`src/rtl/vector_pkg.sv`:
```
// Shared constants for the vector datapath: lane geometry, register index
// width and the opcode encoding used by the decoder, register file and ALU.
package vector_pkg;

  localparam int LANES       = 4;
  localparam int LANE_WIDTH  = 8;
  localparam int INDEX_WIDTH = 4;
  localparam int VEC_WIDTH   = LANES * LANE_WIDTH;
  localparam int OP_WIDTH    = 3;
  localparam int LANE_CNT_W  = (LANES > 1) ? $clog2(LANES) : 1;

  localparam logic [OP_WIDTH-1:0] OP_VADD  = 3'b000;
  localparam logic [OP_WIDTH-1:0] OP_VSUB  = 3'b001;
  localparam logic [OP_WIDTH-1:0] OP_VAND  = 3'b010;
  localparam logic [OP_WIDTH-1:0] OP_VOR   = 3'b011;
  localparam logic [OP_WIDTH-1:0] OP_VXOR  = 3'b100;
  localparam logic [OP_WIDTH-1:0] OP_VADDS = 3'b101;
  localparam logic [OP_WIDTH-1:0] OP_VMUL  = 3'b110;
  localparam logic [OP_WIDTH-1:0] OP_VMOV  = 3'b111;

  typedef enum logic [1:0] {
    ST_IDLE     = 2'd0,
    ST_EXEC_MUL = 2'd1,
    ST_WB       = 2'd2
  } state_t;

endpackage

```
`src/rtl/vector_lane_alu.sv`:
```
// Single-lane combinational ALU covering every opcode except VMUL, which is
// handled by the shared lane-serial multiplier in the top level.
module vector_lane_alu
  import vector_pkg::*;
(
  input  logic [OP_WIDTH-1:0]   opcode,
  input  logic [LANE_WIDTH-1:0] a,
  input  logic [LANE_WIDTH-1:0] b,
  output logic [LANE_WIDTH-1:0] y
);

  function automatic logic [LANE_WIDTH-1:0] sat_add(
    input logic [LANE_WIDTH-1:0] x,
    input logic [LANE_WIDTH-1:0] z
  );
    logic [LANE_WIDTH:0] sum;
    sum = {1'b0, x} + {1'b0, z};
    return sum[LANE_WIDTH] ? {LANE_WIDTH{1'b1}} : sum[LANE_WIDTH-1:0];
  endfunction

  always_comb begin
    y = '0;
    case (opcode)
      OP_VADD:  y = a + b;
      OP_VSUB:  y = a - b;
      OP_VAND:  y = a & b;
      OP_VOR:   y = a | b;
      OP_VXOR:  y = a ^ b;
      OP_VADDS: y = sat_add(a, b);
      OP_VMOV:  y = a;
      default:  y = '0;
    endcase
  end

endmodule

```
`src/rtl/vector_execute_unit.sv`:
```
// Lane-wise vector ALU: simple ops write back one cycle after acceptance,
// VMUL walks the lanes through one shared multiplier before writing back.
module vector_execute_unit
  import vector_pkg::*;
(
  input  logic                   clock,
  input  logic                   reset_n,
  input  logic                   in_valid,
  output logic                   in_ready,
  input  logic [OP_WIDTH-1:0]    opcode,
  input  logic [VEC_WIDTH-1:0]   source1,
  input  logic [VEC_WIDTH-1:0]   source2,
  input  logic [INDEX_WIDTH-1:0] index_vd,
  output logic                   update_enable,
  output logic [VEC_WIDTH-1:0]   update_register,
  output logic [INDEX_WIDTH-1:0] update_index,
  output logic                   busy
);

  state_t                 state, state_next;
  logic [LANE_CNT_W-1:0]  lane;
  logic                   lane_last;
  logic                   accept;
  logic [VEC_WIDTH-1:0]   alu_result;
  logic [VEC_WIDTH-1:0]   src1_q, src2_q, acc, acc_next;
  logic [INDEX_WIDTH-1:0] vd_q;
  logic [LANE_WIDTH-1:0]  mul_a, mul_b;
  logic [2*LANE_WIDTH-1:0] mul_prod;

  // Acceptance stage: simple ops are evaluated straight from the operands
  for (genvar g = 0; g < LANES; g++) begin : g_lane
    vector_lane_alu u_alu (
      .opcode (opcode),
      .a      (source1[g*LANE_WIDTH +: LANE_WIDTH]),
      .b      (source2[g*LANE_WIDTH +: LANE_WIDTH]),
      .y      (alu_result[g*LANE_WIDTH +: LANE_WIDTH])
    );
  end

  assign accept    = in_valid && (state == ST_IDLE);
  assign lane_last = (lane == LANE_CNT_W'(LANES - 1));

  // Multiply stage: one lane per cycle, only the low lane bits are kept
  assign mul_a    = src1_q[lane*LANE_WIDTH +: LANE_WIDTH];
  assign mul_b    = src2_q[lane*LANE_WIDTH +: LANE_WIDTH];
  assign mul_prod = (2*LANE_WIDTH)'(mul_a) * (2*LANE_WIDTH)'(mul_b);

  always_comb begin
    acc_next = acc;
    acc_next[lane*LANE_WIDTH +: LANE_WIDTH] = mul_prod[LANE_WIDTH-1:0];
  end

  always_comb begin
    state_next    = state;
    in_ready      = 1'b0;
    busy          = 1'b0;
    update_enable = 1'b0;
    case (state)
      ST_IDLE: begin
        in_ready = 1'b1;
        if (accept) state_next = (opcode == OP_VMUL) ? ST_EXEC_MUL : ST_WB;
      end
      ST_EXEC_MUL: begin
        busy = 1'b1;
        if (lane_last) state_next = ST_WB;
      end
      ST_WB: begin
        busy          = 1'b1;
        update_enable = 1'b1;
        state_next    = ST_IDLE;
      end
      default: state_next = ST_IDLE;
    endcase
  end

  // Writeback registers only change on entry to WB so they hold afterwards
  always_ff @(posedge clock or negedge reset_n) begin
    if (!reset_n) begin
      state           <= ST_IDLE;
      lane            <= '0;
      update_register <= '0;
      update_index    <= '0;
    end else begin
      state <= state_next;
      if (accept) begin
        lane <= '0;
        if (opcode != OP_VMUL) begin
          update_register <= alu_result;
          update_index    <= index_vd;
        end
      end else if (state == ST_EXEC_MUL) begin
        lane <= lane_last ? '0 : lane + 1'b1;
        if (lane_last) begin
          update_register <= acc_next;
          update_index    <= vd_q;
        end
      end
    end
  end

  always_ff @(posedge clock) begin
    if (accept) begin
      src1_q <= source1;
      src2_q <= source2;
      vd_q   <= index_vd;
      acc    <= '0;
    end else if (state == ST_EXEC_MUL) begin
      acc <= acc_next;
    end
  end

endmodule

```
`config.mk`:
```
export PLATFORM = sky130hd
export DESIGN_NAME = vector_execute_unit
export DESIGN_NICKNAME = d
export VERILOG_FILES = /design/src/rtl/vector_pkg.sv /design/src/rtl/vector_lane_alu.sv /design/src/rtl/vector_execute_unit.sv
export SDC_FILE = /design/constraint.sdc
export NUM_CORES = 1
export LEC_CHECK = 0
export ABC_AREA = 1
export BUFFER_PORTS_ARGS = -buffer_cell sky130_fd_sc_hd__buf_2
export CAP_MARGIN = 25
export CELL_PAD_IN_SITES_DETAIL_PLACEMENT = 0
export CELL_PAD_IN_SITES_GLOBAL_PLACEMENT = 1
export CORE_ASPECT_RATIO = 1.25
export CORE_MARGIN = 10
export CORE_UTILIZATION = 30
export DETAILED_ROUTE_END_ITERATION = 10
export PLACE_DENSITY_LB_ADDON = 0.2
export SYNTH_ARGS = -nofsm -noshare
export SYNTH_HDL_FRONTEND = slang
export SYNTH_SLANG_ARGS = --single-unit
```
`constraint.sdc`:
```
create_clock -name clock -period 4.6 [get_ports clock]
set_input_delay 0.46 -clock clock [delete_from_list [all_inputs] [get_ports clock]]
set_output_delay 0.46 -clock clock [all_outputs]
set_load 0.02 [all_outputs]
```
==> results of run 1 <==
==> power by group through the flow <==
| stage | clock, mW | sequential (mW) | combinational, mW |
|---|---|---|---|
| 2_1_floorplan | 0 | 2.13 | 3.40 |
| 5_1_grt | 1.56 | 1.99 | 6.73 |
| 3_3_place_gp | 0 | 1.97 | 5.60 |
| 3_5_place_dp | 0 | 1.98 | 5.65 |
| 4_1_cts | 1.51 | 1.96 | 5.97 |
| 6_report | 1.47 | 1.95 | 6.02 |
==> per-stage QoR <==
stage / util, % / setup WS (ps) / power [mW]
2_1_floorplan: - / 6.365 / 5.531
4_1_cts: 36.28 / -196.1 / 9.432
3_5_place_dp: 34.21 / -294.9 / 7.625
5_1_grt: 36.72 / -503.8 / 10.29
3_3_place_gp: 34.10 / -289.7 / 7.571
6_report: 36.72 / -187.8 / 9.436
==> kinds of logic (layout without fill, tap and decap cells) <==
| group | after synthesis | after routing | synth area share, % |
|---|---|---|---|
| AND/OR/NAND/NOR | 579 | 579 | 20.29 |
| buffers and inverters | 351 | 527 | 11.68 |
| AO/OA/AOI/OAI | 333 | 333 | 17.21 |
| XOR/XNOR | 47 | 47 | 3.482 |
| flip-flops | 140 | 140 | 31.15 |
| adder cells (fa/ha/maj) | 141 | 141 | 16.19 |
| other | 0 | 1 | 0 |
==> cell type report <==
cell class	count	area share, %
Sequential cell	140	25.72
Timing Repair inverter	2	0.1397
Timing Repair Buffer	199	9.326
Antenna cell	1	0.01746
Tap cell	498	4.349
Inverter	294	7.859
Clock buffer	22	3.467
Clock inverter	10	0.8732
Multi-Input combinational cell	1100	48.25
==> sequential cells by signal, indices dropped and copies added (netlist names) <==
signal           count
vd_q                 4
src2_q              32
state                2
src1_q              32
update_index         4
acc                 32
update_register     32
lane                 2
==> metal layers <==
metal  wire length, um  GRT usage [%]  up-vias
li1                  -              -     5600
met2             20870          30.56      241
met4              1006          5.368        0
met5                 0              0        -
met1             18930          22.13     5296
met3              1401          2.376       47
==> worst register-to-register path, delay by kind of cell, from the launching register on <==
kind / cells / cell delay, ps
AO/OA/AOI/OAI: 3 / 350
adder cells (fa/ha/maj): 5 / 2080
buffers and inverters: 7 / 550
flip-flops: 1 / 430
AND/OR/NAND/NOR: 17 / 1320
==> layout by cell type, fill, tap and decap left out, types with 7 or more instances in the layout <==
| cell | synthesis | layout |
|---|---|---|
| inv_1 | 287 | 276 |
| nor3_1 | 17 | 16 |
| o21ai_0 | 72 | 72 |
| a21oi_1 | 92 | 86 |
| o2111ai_1 | 8 | 8 |
| nand3_1 | 79 | 74 |
| a22oi_1 | 32 | 32 |
| nand2_2 | 11 | 23 |
| nand2_1 | 348 | 333 |
| dfrtp_1 | 40 | 39 |
| fa_1 | 20 | 18 |
| edfxtp_1 | 68 | 68 |
| nor2_1 | 100 | 99 |
| nand3_2 | 2 | 7 |
| ha_1 | 121 | 119 |
| dfxtp_1 | 32 | 32 |
| buf_2 | 5 | 112 |
| inv_2 | 4 | 13 |
| a221oi_1 | 18 | 18 |
| a31oi_1 | 31 | 31 |
| xor2_1 | 38 | 37 |
| o311ai_0 | 7 | 7 |
| buf_4 | 4 | 72 |
| clkbuf_16 | 0 | 19 |
| o22ai_1 | 50 | 49 |
| xnor2_1 | 9 | 9 |
==> worst max path at each step <==
stage	startpoint	end	cells after the start
finish	lane[0]$_DFFE_PN0P_	update_register[23]$_DFFE_PN0P_	32
global route	lane[0]$_DFFE_PN0P_	update_register[23]$_DFFE_PN0P_	33
CTS	lane[0]$_DFFE_PN0P_	update_register[31]$_DFFE_PN0P_	33
detailed placement	lane[0]$_DFFE_PN0P_	acc[31]$_SDFFE_PP0P_	33
global placement	lane[0]$_DFFE_PN0P_	update_register[7]$_DFFE_PN0P_	34
floorplan	lane[0]$_DFFE_PN0P_	update_register[31]$_DFFE_PN0P_	34
==> repair_timing <==
action	in CTS	in global routing
pin swaps	8	31
hold endpoints to repair	8	0
endpoints found under the setup margin	18	24
resized for setup	27	32
buffers inserted	6	5
hold buffers	1	0
gates cloned	3	0
==> results.py, run 1 <==
metrics = {
    "placed_design": {
        "placed_cell_area_um2": 13350,
        "gp_congestion": 0.8875,
        "dp_cells": 2217,
        "hpwlAfterDp_um": 33960,
        "io_buffers": 112,
    },
    "hold_path": {
        "hold_end": "vd_q[0]$_DFFE_PP_",
        "hp-class": "primary input to register",
        "min_path_cells": 1,
        "hold_start": "index_vd[0]",
    },
    "synthesis": {
        "synthArstFlopShare_pct": 28.57,
        "yosys-top-cells-count": "348 x nand2_1, 287 x inv_1, 121 x ha_1, 100 x nor2_1, 92 x a21oi_1",
        "ys_warn_count": 0,
        "synth-edff-count": 68,
        "synth_nets": 1806,
        "ys.flop_type": "edfxtp_1",
        "yosysUniqueCellTypes": 45,
        "ys_seq_area_share_pct": 31.15,
        "synth_top_cell_by_area": "edfxtp_1",
        "syn-instance-count": 1591,
        "ys_top_cells_by_area": "edfxtp_1 17%, ha_1 13%, nand2_1 11%, inv_1 9.1%, dfrtp_1 8.5%",
        "avgSynthCellArea_um2": 7.432,
        "synthesis.area_um2": 11820,
        "yosys.cell_count.top_type": "nand2_1",
        "ys_ff_latch": 140,
        "yosys.area.top_type_share_pct": 17.27,
    },
    "sta": {
        "worst_pin_slew_ps": 1006,
        "slew_violations": 0,
        "finalHoldViolCount": 0,
        "fin_setup_tns_ps": -1824,
        "period_share_pct": 104.1,
        "rsz0062_at_grt": "yes",
        "fin_skew_ps": 10.84,
        "relSlewSlack_pct": 32.39,
        "period_needed_ps": 4788,
        "fmax_ghz": 0.2089,
        "final.setup.worst_slack_ps": -187.8,
        "finalSetupViolCount": 14,
        "timing.hold.ws_ps": 218.7,
    },
    "clock_network": {
        "cts_root_buf": "clkbuf_16",
        "h-tree-depth": 4,
        "cts_buffers": 17,
        "clk_latency_ps": 430,
        "cts_sinks": 140,
        "clockBufferDepth": 2,
        "cts_tree": "built",
        "clk_pin_slew_ps": 70,
    },
    "floorplanning": {
        "start_util_pct": 30.30,
        "num_rows": 81,
        "die_height_um": 242.0,
        "die-area_um2": 47800,
        "ios": 113,
        "fp.dieW_um": 197.6,
        "core-area_um2": 39020,
    },
    "power": {
        "leakage_nw": 6.976,
        "p_comb_share_pct": 63.8,
        "clkPwrFrac_pct": 15.6,
        "switchingPower_mw": 4.271,
        "internal_power_mw": 5.165,
        "switching_share_pct": 45.26,
        "pwr-share-seq_pct": 20.6,
        "ir_drop_uv": 565.7,
        "powerDensity_nw_per_um2": 658.6,
    },
    "finish": {
        "stdcell_count": 2266,
        "nFillCells": 4082,
        "nets": 1969,
        "multi_input_area_um2": 6914,
        "synthToLayoutAreaGrowth_pct": 21.18,
        "regArea_um2": 3685,
        "stdcell_area_um2": 14330,
        "layout-drive-gt1-share_pct": 17.09,
    },
    "setup_path": {
        "cp_slowest_cell": "fa_1",
        "crit_fanout": 5,
        "critPathCaptureType": "register",
        "reg2reg_slack_ps": -190,
        "worst_r2r_path_depth": 32,
        "timing.rr.end": "update_register[23]$_DFFE_PN0P_",
        "arrival_ps": 5150,
        "cp_num_buf_inv": 7,
        "crit_path_start_kind": "register",
        "r2r_start": "lane[0]$_DFFE_PN0P_",
        "slowest_delay_ps": 510,
        "path_class": "register to register",
        "cp.required_ps": 4960,
        "cpMostUsedCell": "nand2_1",
        "cp_top_family": "adder cells",
    },
    "route": {
        "drt-total-wl_um": 42200,
        "vias_per_cell": 4.936,
        "drt_iter0_drc": 609,
        "route.detailed.drc": 0,
        "first_pass_iters": 5,
        "ant_nets": 0,
        "num_vias": 11184,
        "avgRoutedWirePerCell_um": 18.62,
    },
    "global_route": {
        "first_global_vias": 11200,
        "grt_start_max_net_pins": 57,
        "gr-total-overflow": 0,
        "grt_pass1_wl_um": 65110,
        "antenna_found_initial": 0,
        "grt_use_total_pct": 17.64,
    },
    "status": {
        "violations": "negative setup slack",
        "status": "complete, but fails checks",
    },
    "run": {
        "drv_cap": 0,
    },
}
No activity file was read; power rests on OpenSTA's default activity.
==> run 2, diff against run 1 <==
- clock period: 4.6 -> 5.2 ns (I/O delays scaled with it)
==> run 2 against run 1 <==
  * The run now ends clean
  * Global-route usage about the same
  * Die area is the same
  * First-iteration DRC count up 20%
  * Flip-flop and latch count did not move
  * Sequential power fell by 12%
  * Clock-buffer cell count fell by 3
  * Sequential share of layout area grew 0.80 points
  * Largest power group unchanged
==> results.py, run 2 (synthesis gave the netlist of run 1 again) <==
metrics = {
    "clock_network": {
        "h-tree-depth": 4,
        "clockBufferDepth": 2,
        "cts_root_buf": "clkbuf_16",
        "clk_latency_ps": 430,
        "cts_sinks": 140,
        "cts_tree": "built",
        "cts_buffers": 17,
        "clk_pin_slew_ps": 70,
    },
    "route": {
        "num_vias": 10979,
        "drt_iter0_drc": 731,
        "route.detailed.drc": 0,
        "avgRoutedWirePerCell_um": 19.13,
        "drt-total-wl_um": 42440,
        "ant_nets": 0,
        "vias_per_cell": 4.950,
        "first_pass_iters": 5,
    },
    "setup_path": {
        "crit_fanout": 6,
        "cp_num_buf_inv": 6,
        "path_class": "register to register",
        "critPathCaptureType": "register",
        "arrival_ps": 5320,
        "crit_path_start_kind": "register",
        "cp.required_ps": 5570,
        "slowest_delay_ps": 540,
        "cp_slowest_cell": "fa_1",
        "cp_top_family": "adder cells",
        "cpMostUsedCell": "nand2_1",
    },
    "finish": {
        "antenna_cells": 0,
        "nets": 1922,
        "stdcell_count": 2218,
        "synthToLayoutAreaGrowth_pct": 17.51,
        "layout_common_cells": "334 x nand2_1, 282 x inv_1, 118 x ha_1, 112 x buf_2, 100 x nor2_1",
        "layout-drive-gt1-share_pct": 14.53,
        "layout_commonest_cell": "nand2_1",
    },
    "global_route": {
        "grt_pass1_wl_um": 65360,
        "first_global_vias": 10884,
        "grt_start_max_net_pins": 48,
        "gr-total-overflow": 0,
        "grt_use_total_pct": 17.66,
        "antenna_found_initial": 0,
    },
    "sta": {
        "period_needed_ps": 4955,
        "finalHoldViolCount": 0,
        "period_share_pct": 95.28,
        "worst_pin_slew_ps": 1196,
        "fin_setup_tns_ps": 0,
        "fin_skew_ps": 10.15,
        "slew_violations": 0,
        "finalSetupViolCount": 0,
        "fmax_ghz": 0.2018,
        "relSlewSlack_pct": 19.46,
    },
    "run": {
        "drv_cap": 0,
    },
    "status": {
        "status": "finished, final reports clean",
    },
    "placed_design": {
        "dp_cells": 2172,
        "hpwlAfterDp_um": 33370,
        "io_buffers": 112,
        "gp_congestion": 0.8708,
    },
    "floorplanning": {
        "fp.dieW_um": 197.6,
        "num_rows": 81,
        "ios": 113,
        "die-area_um2": 47800,
        "die_height_um": 242.0,
        "start_util_pct": 30.30,
        "core-area_um2": 39020,
    },
    "power": {
        "ir_drop_uv": 532.0,
        "leakage_nw": 6.707,
        "powerDensity_nw_per_um2": 555.7,
    },
    "hold_path": {
        "hp-class": "primary input to register",
    },
}
[run 2: cell count changes in the layout (fill, tap and decap cells not counted), sizes merged]
cell | before | now
buf | 198 | 150
diode | 1 | 0
clkinv | 5 | 10
bufinv | 2 | 1
clkbuf | 22 | 21
inv | 297 | 295
[run 2: layout make-up]
cell class / instances / area (um2)
inverters: 294 / 1136
clock buffers: 19 / 434.2
well taps: 498 / 623.1
flip-flops and latches: 140 / 3685
clock inverters: 13 / 117.6
repair buffers: 153 / 965.9
multi-input cells: 1100 / 6917
repair inverters: 1 / 16.27
fillers: 4188 / 25120
[run 2: path summary, 6_finish.rpt]
| check | depth (start not counted) | start | endpoint | slack (ps) |
|---|---|---|---|---|
| worst min register to register | 2 | acc[1]$_SDFFE_PP0P_ | acc[1]$_SDFFE_PP0P_ | 460 |
| worst max register to register | 32 | lane[0]$_DFFE_PN0P_ | update_register[7]$_DFFE_PN0P_ | 250 |
| worst min-delay path | 1 | index_vd[0] | vd_q[0]$_DFFE_PP_ | 270 |
| min in group asynchronous | 2 | reset_n | update_register[4]$_DFFE_PN0P_ | 490 |
| max in group asynchronous | 3 | reset_n | lane[0]$_DFFE_PN0P_ | 4230 |
| worst max-delay path | 32 | lane[0]$_DFFE_PN0P_ | update_register[7]$_DFFE_PN0P_ | 250 |
[run 2: what timing repair did]
| action | CTS | global route |
|---|---|---|
| endpoints found under the setup margin | 0 | 16 |
| hold endpoints to repair | 7 | 0 |
| hold buffers | 1 | 0 |
| gates resized for setup | 0 | 50 |
| buffers inserted | 0 | 9 |
[run 2: worst reg2reg max path, delay by kind of cell, from the launching register on]
family                   cells  cell delay (ps)
AND/OR/NAND/NOR             18             1370
AO/OA/AOI/OAI                3              330
flip-flops                   1              470
adder cells (fa/ha/maj)      5             2160
buffers and inverters        6              530
[run 2: metal layers]
layer | part of all wire [%] | GRT usage [%] | routed length [um] | vias to the layer above
met5 | 0 | 0 | 0 | -
met4 | 1.5 | 4.553 | 646 | 0
met3 | 3.3 | 2.168 | 1394 | 35
met2 | 50 | 29.94 | 21030 | 221
met1 | 46 | 23.13 | 19370 | 5219
li1 | - | - | - | 5504
[run 2: power by group]
group | leakage, nW | total, mW | switching [mW] | internal, mW
Clock | 0.276 | 1.19 | 0.529 | 0.664
Sequential | 1.37 | 1.72 | 0.162 | 1.56
Combinational | 5.07 | 4.81 | 3.03 | 1.78
Total | 6.71 | 7.72 | 3.72 | 4.00
[run 2: metrics by stage]
step	area, um2	hold slack [ps]	total power, mW	utilization (%)	worst slack, ps
floorplan	11820	224.4	4.778	-	448.6
global placement	12960	445.2	6.022	33.21	154.7
detailed placement	12980	394.6	6.045	33.26	81.11
CTS	13540	255.3	7.266	34.70	51.97
global route	13890	256.2	8.449	35.61	-4.793
finish	13890	273.5	7.721	35.61	245.3
